===== src/rtl/conn_table_arbiter_if.sv =====
// Handshake bundle between the two requesters, the arbiter and the connection-table searcher.
interface conn_table_arbiter_if #(
  parameter int TW = 144
);
  logic          req0_valid, req0_ready;
  logic [1:0]    req0_op;
  logic [7:0]    req0_id;
  logic [TW-1:0] req0_tuple;
  logic          req1_valid, req1_ready;
  logic [1:0]    req1_op;
  logic [7:0]    req1_id;
  logic [TW-1:0] req1_tuple;

  logic          rsp0_valid, rsp1_valid;
  logic [7:0]    rsp0_id, rsp0_error, rsp1_id, rsp1_error;

  logic [1:0]    rs_rq;
  logic [7:0]    rs_id_in;
  logic [31:0]   rs_ip_src, rs_ip_dst;
  logic [23:0]   rs_mac_src, rs_mac_dst;
  logic [15:0]   rs_port_src, rs_port_dst;
  logic          rs_done;
  logic [7:0]    rs_error, rs_id_out;

  // master: requesters plus searcher model; slave: the arbiter
  modport master (
    output req0_valid, req0_op, req0_id, req0_tuple,
    output req1_valid, req1_op, req1_id, req1_tuple,
    input  req0_ready, req1_ready,
    input  rsp0_valid, rsp0_id, rsp0_error, rsp1_valid, rsp1_id, rsp1_error,
    input  rs_rq, rs_id_in, rs_ip_src, rs_ip_dst, rs_mac_src, rs_mac_dst,
    input  rs_port_src, rs_port_dst,
    output rs_done, rs_error, rs_id_out
  );

  modport slave (
    input  req0_valid, req0_op, req0_id, req0_tuple,
    input  req1_valid, req1_op, req1_id, req1_tuple,
    output req0_ready, req1_ready,
    output rsp0_valid, rsp0_id, rsp0_error, rsp1_valid, rsp1_id, rsp1_error,
    output rs_rq, rs_id_in, rs_ip_src, rs_ip_dst, rs_mac_src, rs_mac_dst,
    output rs_port_src, rs_port_dst,
    input  rs_done, rs_error, rs_id_out
  );
endinterface


===== src/rtl/conn_table_arbiter.sv =====
// Round-robin share of one connection-table searcher between RX parser (0) and host (1);
// sequences setup/issue/wait on the searcher and routes the result back.
module conn_table_arbiter #(
  parameter int SETUP_CYC = 2,
  parameter int TIMEOUT   = 64,
  parameter int TW        = 144
) (
  input  logic                 ca_clk,
  input  logic                 ca_rst,
  conn_table_arbiter_if.slave  ca,
  output logic                 ca_busy,
  output logic [7:0]           ca_timeout_cnt
);
  typedef enum logic [2:0] {S_IDLE, S_SETUP, S_ISSUE, S_WAIT, S_RESP} state_e;

  state_e          state_q, state_d;
  logic [15:0]     cnt_q, cnt_d, stall_q, stall_d;
  logic            last_q, cur_q;
  logic [1:0]      op_q;
  logic [7:0]      id_q;
  logic [TW-1:0]   tup_q;
  logic [1:0][7:0] rsp_id_q, rsp_err_q;
  logic [7:0]      tmo_q;

  logic            gnt_vld, gnt;
  logic [1:0]      gnt_op;
  logic [7:0]      gnt_id;
  logic [TW-1:0]   gnt_tup;
  logic            fin, fin_who, tmo_inc;
  logic [7:0]      fin_id, fin_err;

  // Requester 1 wins only if alone or requester 0 was served last.
  always_comb begin
    gnt_vld = ca.req0_valid | ca.req1_valid;
    gnt     = ca.req1_valid & (~ca.req0_valid | ~last_q);
    gnt_op  = gnt ? ca.req1_op    : ca.req0_op;
    gnt_id  = gnt ? ca.req1_id    : ca.req0_id;
    gnt_tup = gnt ? ca.req1_tuple : ca.req0_tuple;
  end

  always_comb begin
    state_d = state_q;
    cnt_d   = cnt_q;
    stall_d = stall_q;
    fin     = 1'b0;
    fin_id  = 8'h00;
    fin_err = 8'h00;
    tmo_inc = 1'b0;
    fin_who = (state_q == S_IDLE) ? gnt : cur_q;
    case (state_q)
      S_IDLE: begin
        if (gnt_vld) begin
          cnt_d   = '0;
          stall_d = '0;
          if (^gnt_op) begin
            state_d = S_SETUP;
          end else begin
            state_d = S_RESP;
            fin     = 1'b1;
            fin_err = 8'hFE;
          end
        end
      end
      S_SETUP: begin
        // A still-high done from the searcher holds off the setup count.
        if (ca.rs_done) begin
          stall_d = stall_q + 16'd1;
          if (stall_q == 16'(TIMEOUT - 1)) begin
            state_d = S_RESP;
            fin     = 1'b1;
            fin_err = 8'hFF;
            tmo_inc = 1'b1;
          end
        end else if (cnt_q == 16'(SETUP_CYC - 1)) begin
          state_d = S_ISSUE;
          cnt_d   = '0;
        end else begin
          cnt_d = cnt_q + 16'd1;
        end
      end
      S_ISSUE: begin
        state_d = S_WAIT;
        cnt_d   = '0;
      end
      S_WAIT: begin
        if (ca.rs_done) begin
          state_d = S_RESP;
          fin     = 1'b1;
          fin_id  = ca.rs_id_out;
          fin_err = ca.rs_error;
        end else if (cnt_q == 16'(TIMEOUT - 1)) begin
          state_d = S_RESP;
          fin     = 1'b1;
          fin_err = 8'hFF;
          tmo_inc = 1'b1;
        end else begin
          cnt_d = cnt_q + 16'd1;
        end
      end
      S_RESP:  state_d = S_IDLE;
      default: state_d = S_IDLE;
    endcase
  end

  always_ff @(posedge ca_clk) begin
    if (ca_rst) begin
      state_q   <= S_IDLE;
      cnt_q     <= '0;
      stall_q   <= '0;
      last_q    <= 1'b1;
      cur_q     <= 1'b0;
      op_q      <= 2'b00;
      id_q      <= 8'h00;
      tup_q     <= '0;
      rsp_id_q  <= '0;
      rsp_err_q <= '0;
      tmo_q     <= 8'h00;
    end else begin
      state_q <= state_d;
      cnt_q   <= cnt_d;
      stall_q <= stall_d;
      if (state_q == S_IDLE && gnt_vld) begin
        last_q <= gnt;
        cur_q  <= gnt;
        op_q   <= gnt_op;
        id_q   <= gnt_id;
        tup_q  <= gnt_tup;
      end
      if (fin) begin
        rsp_id_q[fin_who]  <= fin_id;
        rsp_err_q[fin_who] <= fin_err;
      end
      if (tmo_inc && tmo_q != 8'hFF) tmo_q <= tmo_q + 8'd1;
    end
  end

  assign ca.req0_ready  = (state_q == S_IDLE) & ca.req0_valid & ~gnt;
  assign ca.req1_ready  = (state_q == S_IDLE) & gnt;
  assign ca.rsp0_valid  = (state_q == S_RESP) & ~cur_q;
  assign ca.rsp1_valid  = (state_q == S_RESP) &  cur_q;
  assign ca.rsp0_id     = rsp_id_q[0];
  assign ca.rsp0_error  = rsp_err_q[0];
  assign ca.rsp1_id     = rsp_id_q[1];
  assign ca.rsp1_error  = rsp_err_q[1];

  assign ca.rs_rq       = (state_q == S_ISSUE || state_q == S_WAIT) ? op_q : 2'b00;
  assign ca.rs_id_in    = id_q;
  assign ca.rs_mac_src  = tup_q[143:120];
  assign ca.rs_mac_dst  = tup_q[119:96];
  assign ca.rs_ip_src   = tup_q[95:64];
  assign ca.rs_ip_dst   = tup_q[63:32];
  assign ca.rs_port_src = tup_q[31:16];
  assign ca.rs_port_dst = tup_q[15:0];

  assign ca_busy        = (state_q != S_IDLE);
  assign ca_timeout_cnt = tmo_q;
endmodule


===== src/flat_wrapper.sv =====
// flat-port wrapper written by rule: the top's interface ports become plain ports
module conn_table_arbiter_flat 
#(
  parameter int SETUP_CYC = 2,
  parameter int TIMEOUT   = 64,
  parameter int TW        = 144
)
  (ca_clk, ca_rst, ca_busy, ca_timeout_cnt, ca_req0_valid, ca_req0_op, ca_req0_id, ca_req0_tuple, ca_req1_valid, ca_req1_op, ca_req1_id, ca_req1_tuple, ca_req0_ready, ca_req1_ready, ca_rsp0_valid, ca_rsp0_id, ca_rsp0_error, ca_rsp1_valid, ca_rsp1_id, ca_rsp1_error, ca_rs_rq, ca_rs_id_in, ca_rs_ip_src, ca_rs_ip_dst, ca_rs_mac_src, ca_rs_mac_dst, ca_rs_port_src, ca_rs_port_dst, ca_rs_done, ca_rs_error, ca_rs_id_out);
  conn_table_arbiter_if #(.TW(TW)) ca_i ();
  input  logic ca_clk;
  input  logic ca_rst;
  output logic ca_busy;
  output logic [7:0] ca_timeout_cnt;
  input wire logic [$bits(ca_i.req0_valid)-1:0] ca_req0_valid;
  input wire logic [$bits(ca_i.req0_op)-1:0] ca_req0_op;
  input wire logic [$bits(ca_i.req0_id)-1:0] ca_req0_id;
  input wire logic [$bits(ca_i.req0_tuple)-1:0] ca_req0_tuple;
  input wire logic [$bits(ca_i.req1_valid)-1:0] ca_req1_valid;
  input wire logic [$bits(ca_i.req1_op)-1:0] ca_req1_op;
  input wire logic [$bits(ca_i.req1_id)-1:0] ca_req1_id;
  input wire logic [$bits(ca_i.req1_tuple)-1:0] ca_req1_tuple;
  output wire logic [$bits(ca_i.req0_ready)-1:0] ca_req0_ready;
  output wire logic [$bits(ca_i.req1_ready)-1:0] ca_req1_ready;
  output wire logic [$bits(ca_i.rsp0_valid)-1:0] ca_rsp0_valid;
  output wire logic [$bits(ca_i.rsp0_id)-1:0] ca_rsp0_id;
  output wire logic [$bits(ca_i.rsp0_error)-1:0] ca_rsp0_error;
  output wire logic [$bits(ca_i.rsp1_valid)-1:0] ca_rsp1_valid;
  output wire logic [$bits(ca_i.rsp1_id)-1:0] ca_rsp1_id;
  output wire logic [$bits(ca_i.rsp1_error)-1:0] ca_rsp1_error;
  output wire logic [$bits(ca_i.rs_rq)-1:0] ca_rs_rq;
  output wire logic [$bits(ca_i.rs_id_in)-1:0] ca_rs_id_in;
  output wire logic [$bits(ca_i.rs_ip_src)-1:0] ca_rs_ip_src;
  output wire logic [$bits(ca_i.rs_ip_dst)-1:0] ca_rs_ip_dst;
  output wire logic [$bits(ca_i.rs_mac_src)-1:0] ca_rs_mac_src;
  output wire logic [$bits(ca_i.rs_mac_dst)-1:0] ca_rs_mac_dst;
  output wire logic [$bits(ca_i.rs_port_src)-1:0] ca_rs_port_src;
  output wire logic [$bits(ca_i.rs_port_dst)-1:0] ca_rs_port_dst;
  input wire logic [$bits(ca_i.rs_done)-1:0] ca_rs_done;
  input wire logic [$bits(ca_i.rs_error)-1:0] ca_rs_error;
  input wire logic [$bits(ca_i.rs_id_out)-1:0] ca_rs_id_out;
  assign ca_i.req0_valid = ca_req0_valid;
  assign ca_i.req0_op = ca_req0_op;
  assign ca_i.req0_id = ca_req0_id;
  assign ca_i.req0_tuple = ca_req0_tuple;
  assign ca_i.req1_valid = ca_req1_valid;
  assign ca_i.req1_op = ca_req1_op;
  assign ca_i.req1_id = ca_req1_id;
  assign ca_i.req1_tuple = ca_req1_tuple;
  assign ca_req0_ready = ca_i.req0_ready;
  assign ca_req1_ready = ca_i.req1_ready;
  assign ca_rsp0_valid = ca_i.rsp0_valid;
  assign ca_rsp0_id = ca_i.rsp0_id;
  assign ca_rsp0_error = ca_i.rsp0_error;
  assign ca_rsp1_valid = ca_i.rsp1_valid;
  assign ca_rsp1_id = ca_i.rsp1_id;
  assign ca_rsp1_error = ca_i.rsp1_error;
  assign ca_rs_rq = ca_i.rs_rq;
  assign ca_rs_id_in = ca_i.rs_id_in;
  assign ca_rs_ip_src = ca_i.rs_ip_src;
  assign ca_rs_ip_dst = ca_i.rs_ip_dst;
  assign ca_rs_mac_src = ca_i.rs_mac_src;
  assign ca_rs_mac_dst = ca_i.rs_mac_dst;
  assign ca_rs_port_src = ca_i.rs_port_src;
  assign ca_rs_port_dst = ca_i.rs_port_dst;
  assign ca_i.rs_done = ca_rs_done;
  assign ca_i.rs_error = ca_rs_error;
  assign ca_i.rs_id_out = ca_rs_id_out;
  conn_table_arbiter #(.SETUP_CYC(SETUP_CYC), .TIMEOUT(TIMEOUT), .TW(TW)) u_core (.ca_clk(ca_clk), .ca_rst(ca_rst), .ca(ca_i), .ca_busy(ca_busy), .ca_timeout_cnt(ca_timeout_cnt));
endmodule

===== config.mk =====
export PLATFORM = sky130hd
export DESIGN_NAME = conn_table_arbiter_flat
export DESIGN_NICKNAME = d
export VERILOG_FILES = /design/src/rtl/conn_table_arbiter_if.sv /design/src/rtl/conn_table_arbiter.sv /design/src/flat_wrapper.sv
export SDC_FILE = /design/constraint.sdc
export NUM_CORES = 1
export LEC_CHECK = 0
export CORE_AREA = 10 10 197 199
export DETAILED_ROUTE_END_ITERATION = 7
export DIE_AREA = 0 0 207 209
export GPL_TIMING_DRIVEN = 0
export HOLD_SLACK_MARGIN = 0.12
export REMOVE_ABC_BUFFERS = 1
export SLEW_MARGIN = 5
export SYNTH_ARGS = -nofsm -noshare
export SYNTH_HDL_FRONTEND = slang
export SYNTH_SLANG_ARGS = --single-unit

===== constraint.sdc =====
create_clock -name ca_clk -period 2.4 [get_ports ca_clk]
set_input_delay 0.48 -clock ca_clk [delete_from_list [all_inputs] [get_ports ca_clk]]
set_output_delay 0.48 -clock ca_clk [all_outputs]
set_load 0.05 [all_outputs]

### Word-level counts from Yosys, hierarchy flattened

Cells that the tools add are included.
Widths: inputs -> output; s select.

| word-level totals | value |
|---|---|
| register bits after elaboration | 231 |
| output and inout bits | 199 |

| cells by class | value |
|---|---|
| add/sub/neg operators | 3 |
| $lt $le $gt $ge | 2 |
| eq/ne operators | 16 |
| mux-type cells | 43 |
| bitwise operators | 12 |
| reduce and logical (&&, ||, !) cells | 12 |

Operators by type and width:

| kind | number |
|---|---|
| $mux 144 | 1 |
| $mux 16 | 6 |
| $mux 8 | 10 |
| $pmux 16 s4 | 1 |
| $add 16x1->16 const B | 2 |
| $bwmux 16 | 2 |
| $eq 16x6->1 const B | 2 |
| $pmux 16 s2 | 1 |
| $pmux 8 s3 | 1 |
| $mux 3 | 7 |
| $eq 16x1->1 const B | 1 |
| $pmux 3 s4 | 1 |
| $ne 3x2->1 const B | 3 |
| $add 8x1->8 const B | 1 |
| $demux 8 s1 | 1 |
| $mux 1 | 8 |
| $ne 2x2->1 const B | 4 |
| $ne 8x8->1 const B | 1 |
| $and 1x1->1 | 6 |
| $eq 3x2->1 const B | 2 |
| $reduce_and 5->1 | 1 |
| $mux 2 | 2 |
| $not 1->1 | 4 |
| $reduce_and 4->1 | 1 |
| other kinds (16) | 19 |

### Longest topological paths before layout

Gate-level depths: netlist (run 1).

| logic depth | value |
|---|---|
| depth in word-level cells | 9 |
| mapped depth | 8 |
| mapped depth without buffers | 6 |

### Least setup slack after synthesis (run 1)

No wires, ideal clock.

| timing | value |
|---|---|
| kind | input to output |
| from | input port ca_req1_valid |
| to | output port ca_req0_ready |
| data arrival time | 2.332 ns |
| slack | -0.412 ns |
| stages | 4 |
| buffers on the path | 2 |
| path through | a21boi_2 -> buf_2 -> buf_1 -> nor3b_1 |

| between the ends | value |
|---|---|
| longest elaborated chain between the ends | 3 |

RTL lines:

| item | RTL line | text |
|---|---|---|
| start: declaration | flat_wrapper.sv:18 | `input wire logic [$bits(ca_i.req1_valid)-1:0] ca_req1_valid;` |
| $and 1x1->1 | conn_table_arbiter.sv:35 | `gnt = ca.req1_valid & (~ca.req0_valid \| ~last_q);` |
| $not 1->1 | conn_table_arbiter.sv:137 | `assign ca.req0_ready = (state_q == S_IDLE) & ca.req0_valid & ~gnt;` |
| $and 1x1->1 | conn_table_arbiter.sv:137 |  |
| end: declaration | flat_wrapper.sv:22 | `output wire logic [$bits(ca_i.req0_ready)-1:0] ca_req0_ready;` |

Every way passes these cells.

### Worst setup path after layout (run 1)

| timing | value |
|---|---|
| from | register u_core.state_q[1] |
| to | output port ca_rs_rq[1] |

| between the ends | value |
|---|---|
| longest elaborated chain between the ends | 3 |

RTL lines:

| item | RTL line | text |
|---|---|---|
| start: declaration | conn_table_arbiter.sv:16 | `state_e state_q, state_d;` |
| start signal: assignment | conn_table_arbiter.sv:119 | `state_q <= state_d;` |
| $eq 3x2->1 | conn_table_arbiter.sv:146 | `assign ca.rs_rq = (state_q == S_ISSUE \|\| state_q == S_WAIT) ? op_q : 2'b00;` |
| $logic_or 1x1->1 (*) | conn_table_arbiter.sv:146 |  |
| $mux 2 (*) | conn_table_arbiter.sv:146 |  |
| end: declaration | flat_wrapper.sv:30 | `output wire logic [$bits(ca_i.rs_rq)-1:0] ca_rs_rq;` |

Mark *: on every way between the ends. The rest lies on a longest branch, timed or not.

==> metrics.yaml, run 1 <==
synth.area.mux_share: 0.1783
criticalPathCategory: "reg2out"
worstRegToRegCells: 5
root_buffer: "clkbuf_16"
worst_ep_required_time_ns: 1.92
p_sw_frac: 0.3739
final.period_utilization: 0.9603
synthDistinctLibCells: 57
grt_antenna_before_repair: 4
drcViolationCount: 0
worstPathArrival_ns: 1.82
worstMarginPinSlew_ns: 0.7745
setup_viol: 0
nets: 1944
routabilityCongestion: 0.7991
seq_area_frac_synth: 0.4405
cp_num_buf_inv: 2
design_area_um2: 17290
hold_slack_ns: 0.3954
peakVddDrop_uv: 557.3
final_antenna_net_count: 0
io_pins: 528
wl_per_cell_um: 21.46
dpl.hpwl_um: 35380
power_frac_clock: 0.279
grt_overflow: 0
maxCapViolCount: 0
hold_depth: 2
r2r_setup_slack_ns: 0.13
fin_total_pwr_mw: 13.71
hold_buffers: 0
grt_pass1_wl_um: 65680
dpl_worst_slack_ns: -1.509
p_seq_frac: 0.335
finalHoldViolCount: 0
crit_chain: "inv_1 > nor3b_1 > buf_2"
cp_top_family: "buffers and inverters"
cp.depth: 3
end_kind: "output port"
htree_levels: 1
ys_ff_latch: 231
core_area_um2: 35050
r2r_start: "u_core.state_q[0]$_SDFFE_PP0P_"
hp-start: "ca_rst"
regArea_um2: 4627
critical_path.slowest_cell: "dfxtp_2"
skew_ns: 0.006750
synth_fa_ha_area_frac: 0.004767
synth_flop_cell: "dfxtp_1"
final_cell_mix: "clkdlybuf4s50_1 (513), dfxtp_1 (229), nor2_1 (188)"
synth_cells: 1125
crit_path_max_fanout: 12
fin_tns_setup_ns: 0
p_leak_nw: 6.550
dr.first_iter.drc_count: 482
synth_compound_area_frac: 0.1629
vias: 10149
synth_top_family_by_area: "multiplexers"
netlist_area_um2: 10500
yosys_warnings: 0
fin_ws_ns: 0.09520
insertion_delay_ns: 0.53
hold_path.class: "in2reg"
start_util: 0.2995
grt_usage: 0.1925
dieArea_um2: 43260
hold-path-endpoint: "u_core.tup_q[5]$_SDFFE_PP0P_"
die_h_um: 209
critPathLaunchType: "flop"
slew_viol_final: 0
placed_area_um2: 16330
slew_headroom: 0.4831
viasPerCell: 4.865
drt-total-wl_um: 44760
cts-buffers-inserted: 27
yosys.area_share.simple: 0.1527
synth-xor-area-share: 0.01752
p_per_area_nw_per_um2: 793.2
nFillCells: 3340
critPathMaxStageDelay_ns: 0.46
io_buffers: 527
status: "finished clean"
cts_tree: "built"
syn_to_final_growth_pct: 64.66
internal_power_mw: 8.585
drive_above_1_share: 0.06466
clock.fmax_mhz: 433.9
period_needed_ns: 2.305
layout_commonest_cell: "clkdlybuf4s50_1"
ctsLongestPathBuffers: 3
grt_pass1_vias: 10251
cts.sinks: 231
dr.pass1.iters: 4
synth_edf_count: 0
rows: 69
switchingPower_mw: 5.127
grt_max_degree: 125
dieWidth_um: 207
p_comb_frac: 0.387
multi_input_area_um2: 5505
path_clk_slew_ns: 0.06
reg2reg_to: "u_core.cnt_q[15]$_SDFFE_PP0P_"
ys_async_sr_fraction: 0
syn_area_per_cell_um2: 9.332
registers in the layout, indices dropped and copies added, names as in the netlist:
signal	count
u_core.tup_q	144
u_core.op_q	2
u_core.ca.rsp0_error	8
u_core.ca.rsp0_id	8
u_core.last_q	1
u_core.ca.rsp1_error	8
u_core.ca_timeout_cnt	8
u_core.cur_q	1
u_core.state_q	3
u_core.stall_q	16
u_core.ca.rs_id_in	8
u_core.cnt_q	16
u_core.ca.rsp1_id	8
area by class of cell:
class | instances | area share
Timing Repair Buffer | 550 | 0.3322
Multi-Input combinational cell | 792 | 0.3184
Sequential cell | 231 | 0.2676
Clock buffer | 36 | 0.04277
Tap cell | 461 | 0.03336
Clock inverter | 6 | 0.003329
Inverter | 9 | 0.002099
Antenna cell | 1 | 0.0001447
metrics by stage:
| stage | instances | util |
|---|---|---|
| after floorplan | 1031 | - |
| after CTS | 2084 | 0.4912 |
| after global routing | 2085 | 0.4931 |
| after detailed placement | 2036 | 0.4660 |
| final | 2086 | 0.4932 |
| after global placement | 2019 | 0.4545 |
worst max-delay path by stage:
stage | endpoint | slack, ns | start
CTS | u_core.ca.rsp1_error[2]$_SDFFE_PP0P_ | -0.03 | u_core.state_q[0]$_SDFFE_PP0P_
global route | ca_req0_ready | -0.01 | u_core.state_q[0]$_SDFFE_PP0P_
detailed placement | u_core.cnt_q[7]$_SDFFE_PP0P_ | -1.51 | ca_rst
global placement | u_core.tup_q[97]$_SDFFE_PP0P_ | -13.56 | ca_req0_valid
floorplan | u_core.ca.rs_id_in[0]$_SDFFE_PP0P_ | -8.82 | u_core.state_q[2]$_SDFFE_PP0P_
finish | ca_rs_rq[1] | 0.1 | u_core.state_q[1]$_SDFFE_PP0P_
synthesized netlist by cell type (9+ instances only):
library cell  instances  area share
o31ai_1               9      0.0064
a211oi_1            159        0.11
xnor2_1              15       0.013
a21oi_1              26       0.012
dfxtp_1             231        0.44
nand2_1              55       0.020
nand4_1              16      0.0095
nor2_1              190       0.068
mux2i_1             187        0.18
and3_1                9      0.0054
nand3_1              22       0.010
clkbuf_1             51       0.018
buf_2                34       0.016
or4_1                 9      0.0064
cells by family after synthesis:
group,Yosys count
compound gates,230
flops,231
fa+ha+maj,4
buf+inv,103
mux,187
xor+xnor,21
simple gates,349
power by group through the flow:
stage | logic [mW] | clock network [mW] | registers, mW
finish | 5.30 | 3.82 | 4.59
global route | 5.58 | 4.11 | 4.65
CTS | 5.32 | 3.97 | 4.59
detailed placement | 5.25 | 0 | 4.66
global placement | 4.14 | 0 | 4.41
floorplan | 1.59 | 0 | 5.79
repair_timing:
| action | CTS | global route |
|---|---|---|
| hold endpoints to repair | 0 | 0 |
| gates resized for setup | 40 | 23 |
| setup buffers | 5 | 1 |
| gates cloned | 1 | 1 |
| endpoints found under the setup margin | 195 | 110 |
| pin swaps | 4 | 1 |
routing by layer:
metal / routed length [µm] / global-route usage
met5: 34 / 0
met4: 870 / 0.04229
met1: 17680 / 0.2167
met3: 3063 / 0.05831
met2: 23120 / 0.3488
Note: power is estimated with default switching activity, not from simulation.
==> inputs of run 2 (changes only) <==
--- a/config.mk
+++ b/config.mk
@@ -5,9 +5,9 @@
 export SDC_FILE = /design/constraint.sdc
 export NUM_CORES = 1
 export LEC_CHECK = 0
-export CORE_AREA = 10 10 197 199
+export CORE_AREA = 2 2 206 208
 export DETAILED_ROUTE_END_ITERATION = 7
-export DIE_AREA = 0 0 207 209
+export DIE_AREA = 0 0 208 210
 export GPL_TIMING_DRIVEN = 0
 export HOLD_SLACK_MARGIN = 0.12
 export REMOVE_ABC_BUFFERS = 1
==> metrics.yaml, run 2 (same netlist as run 1, synthesis figures left out) <==
status: "finished clean"
nFillCells: 4111  # +23%
n_antenna_cell: 0  # -1
largest_reg_flops: 144  # unchanged
insertion_delay_ns: 0.55  # +0.02 ns
clock.fmax_mhz: 435.6  # +0.40%
rsz0062_at_grt: "no"
drt-total-wl_um: 38100  # -15%
die_h_um: 210  # +0.48%
final.period_utilization: 0.9565  # -0.003839
cp_top_family: "buffers and inverters"
hold_slack_ns: 0.4068  # +0.01144 ns
grt_usage: 0.1656  # -0.02693
p_per_area_nw_per_um2: 801.8  # +1.1%
grt_max_degree: 109  # -13%
layout_commonest_cell: "clkdlybuf4s50_1"
maxCapViolCount: 0  # unchanged
cp_num_buf_inv: 1  # -1
p_leak_nw: 6.579  # +0.44%
cts-buffers-inserted: 28  # +3.7%
worstMarginPinSlew_ns: 0.8214  # +0.04690 ns
worstPathArrival_ns: 1.82  # about the same
slew_viol_final: 0  # unchanged
fin_tns_setup_ns: 0  # unchanged
rows: 75  # +8.7%
grt_antenna_before_repair: 1  # -3
grt_pass1_wl_um: 57010  # -13%
dpl.hpwl_um: 29760  # -16%
routabilityCongestion: 0.8013  # +0.28%
placed_area_um2: 16430  # +0.60%
path_clk_slew_ns: 0.06  # about the same
io_buffers: 527  # unchanged
final_antenna_net_count: 0  # unchanged
vias: 10009  # -1.4%
final_cell_mix: "clkdlybuf4s50_1 (513), dfxtp_1 (228), nor2_1 (188)"
io_pins: 528  # unchanged
critPathMaxStageDelay_ns: 0.88  # +0.42 ns
grt_overflow: 0  # unchanged
end_kind: "output port"
viasPerCell: 4.612  # -5.2%
critical_path.slowest_cell: "clkdlybuf4s50_1"
drcViolationCount: 0  # unchanged
slew_headroom: 0.4518  # -0.03130
reg_top3: "u_core.tup_q x144, u_core.cnt_q x16, u_core.stall_q x16"
dr.pass1.iters: 6  # +2
cts_tree: "built"
dieArea_um2: 43680  # +0.96%
cts.sinks: 231  # unchanged
grt_pass1_vias: 9839  # -4.0%
largest_register: "u_core.tup_q"
nets: 1943  # -0.051%
ctsLongestPathBuffers: 3  # unchanged
worst_ep_required_time_ns: 1.92  # about the same
finalHoldViolCount: 0  # unchanged
period_needed_ns: 2.296  # -0.009215 ns
design_area_um2: 17460  # +0.98%
crit_path_max_fanout: 5  # -7
multi_input_area_um2: 5472  # -0.61%
crit_chain: "clkdlybuf4s50_1"
skew_ns: 0.01418  # +0.007430 ns
critPathLaunchType: "flop"
root_buffer: "clkbuf_16"
syn_to_final_growth_pct: 66.27
peakVddDrop_uv: 462.1  # -17%
wl_per_cell_um: 17.56  # -18%
drive_above_1_share: 0.06438  # -0.0002775
start_util: 0.2531  # -0.04641
htree_levels: 1  # unchanged
regArea_um2: 4628  # about the same
core_area_um2: 41480  # +18%
hold_path.class: "in2reg"
dr.first_iter.drc_count: 397  # -18%
dieWidth_um: 208  # +0.48%
criticalPathCategory: "reg2out"
setup_viol: 0  # unchanged
## run 2: cell type report
type / count / area share
inverters: 9 / 0.002079
clock buffers: 40 / 0.04623
flip-flops and latches: 231 / 0.2651
clock inverters: 11 / 0.006451
repair buffers: 549 / 0.3281
multi-input cells: 791 / 0.3134
well taps: 539 / 0.03863
## run 2: path summary, 6_finish.rpt
| kind | start | slack, ns | to | cells after the start |
|---|---|---|---|---|
| hold / removal | ca_rst | 0.41 | u_core.tup_q[5]$_SDFFE_PP0P_ | 2 |
| setup / recovery | u_core.ca_timeout_cnt[4]$_SDFFE_PP0P_ | 0.10 | ca_timeout_cnt[4] | 1 |
| setup reg to reg | u_core.cnt_q[0]$_SDFFE_PP0P_ | 0.15 | u_core.ca.rsp0_error[5]$_SDFFE_PP0P_ | 7 |
| hold reg to reg | u_core.ca.rsp0_error[6]$_SDFFE_PP0P_ | 0.46 | u_core.ca.rsp0_error[6]$_SDFFE_PP0P_ | 2 |
## run 2: metal layers
layer | part of all wire | GRT usage
met5 | 0.00042 | 0
met3 | 0.066 | 0.04619
met4 | 0.039 | 0.06628
met1 | 0.40 | 0.1883
met2 | 0.50 | 0.2929
## run 2: power breakdown
part	leakage [nW]	switching, mW	total, mW	internal, mW
sequential	1.90	0.258	4.59	4.33
clock	0.447	1.65	4.20	2.54
combinational	4.23	3.20	5.22	2.02
total	6.58	5.11	14.0	8.89
## run 2: timing repair
item,4_1_cts,5_1_grt
gates cloned,0,0
pin swaps,4,1
hold buffers,0,0
resized for setup,36,14
setup buffers,4,1
setup endpoints to repair,164,48
## run 2: through the flow
stage	setup WS, ns	cells	utilization	power, mW
floorplan	-8.818	1031	-	7.382
global placement	-13.55	2097	0.3864	8.522
detailed placement	-1.596	2114	0.3962	9.897
CTS	-0.01795	2169	0.4200	14.21
global route	0.008923	2170	0.4209	14.65
finish	0.1044	2170	0.4209	14.00
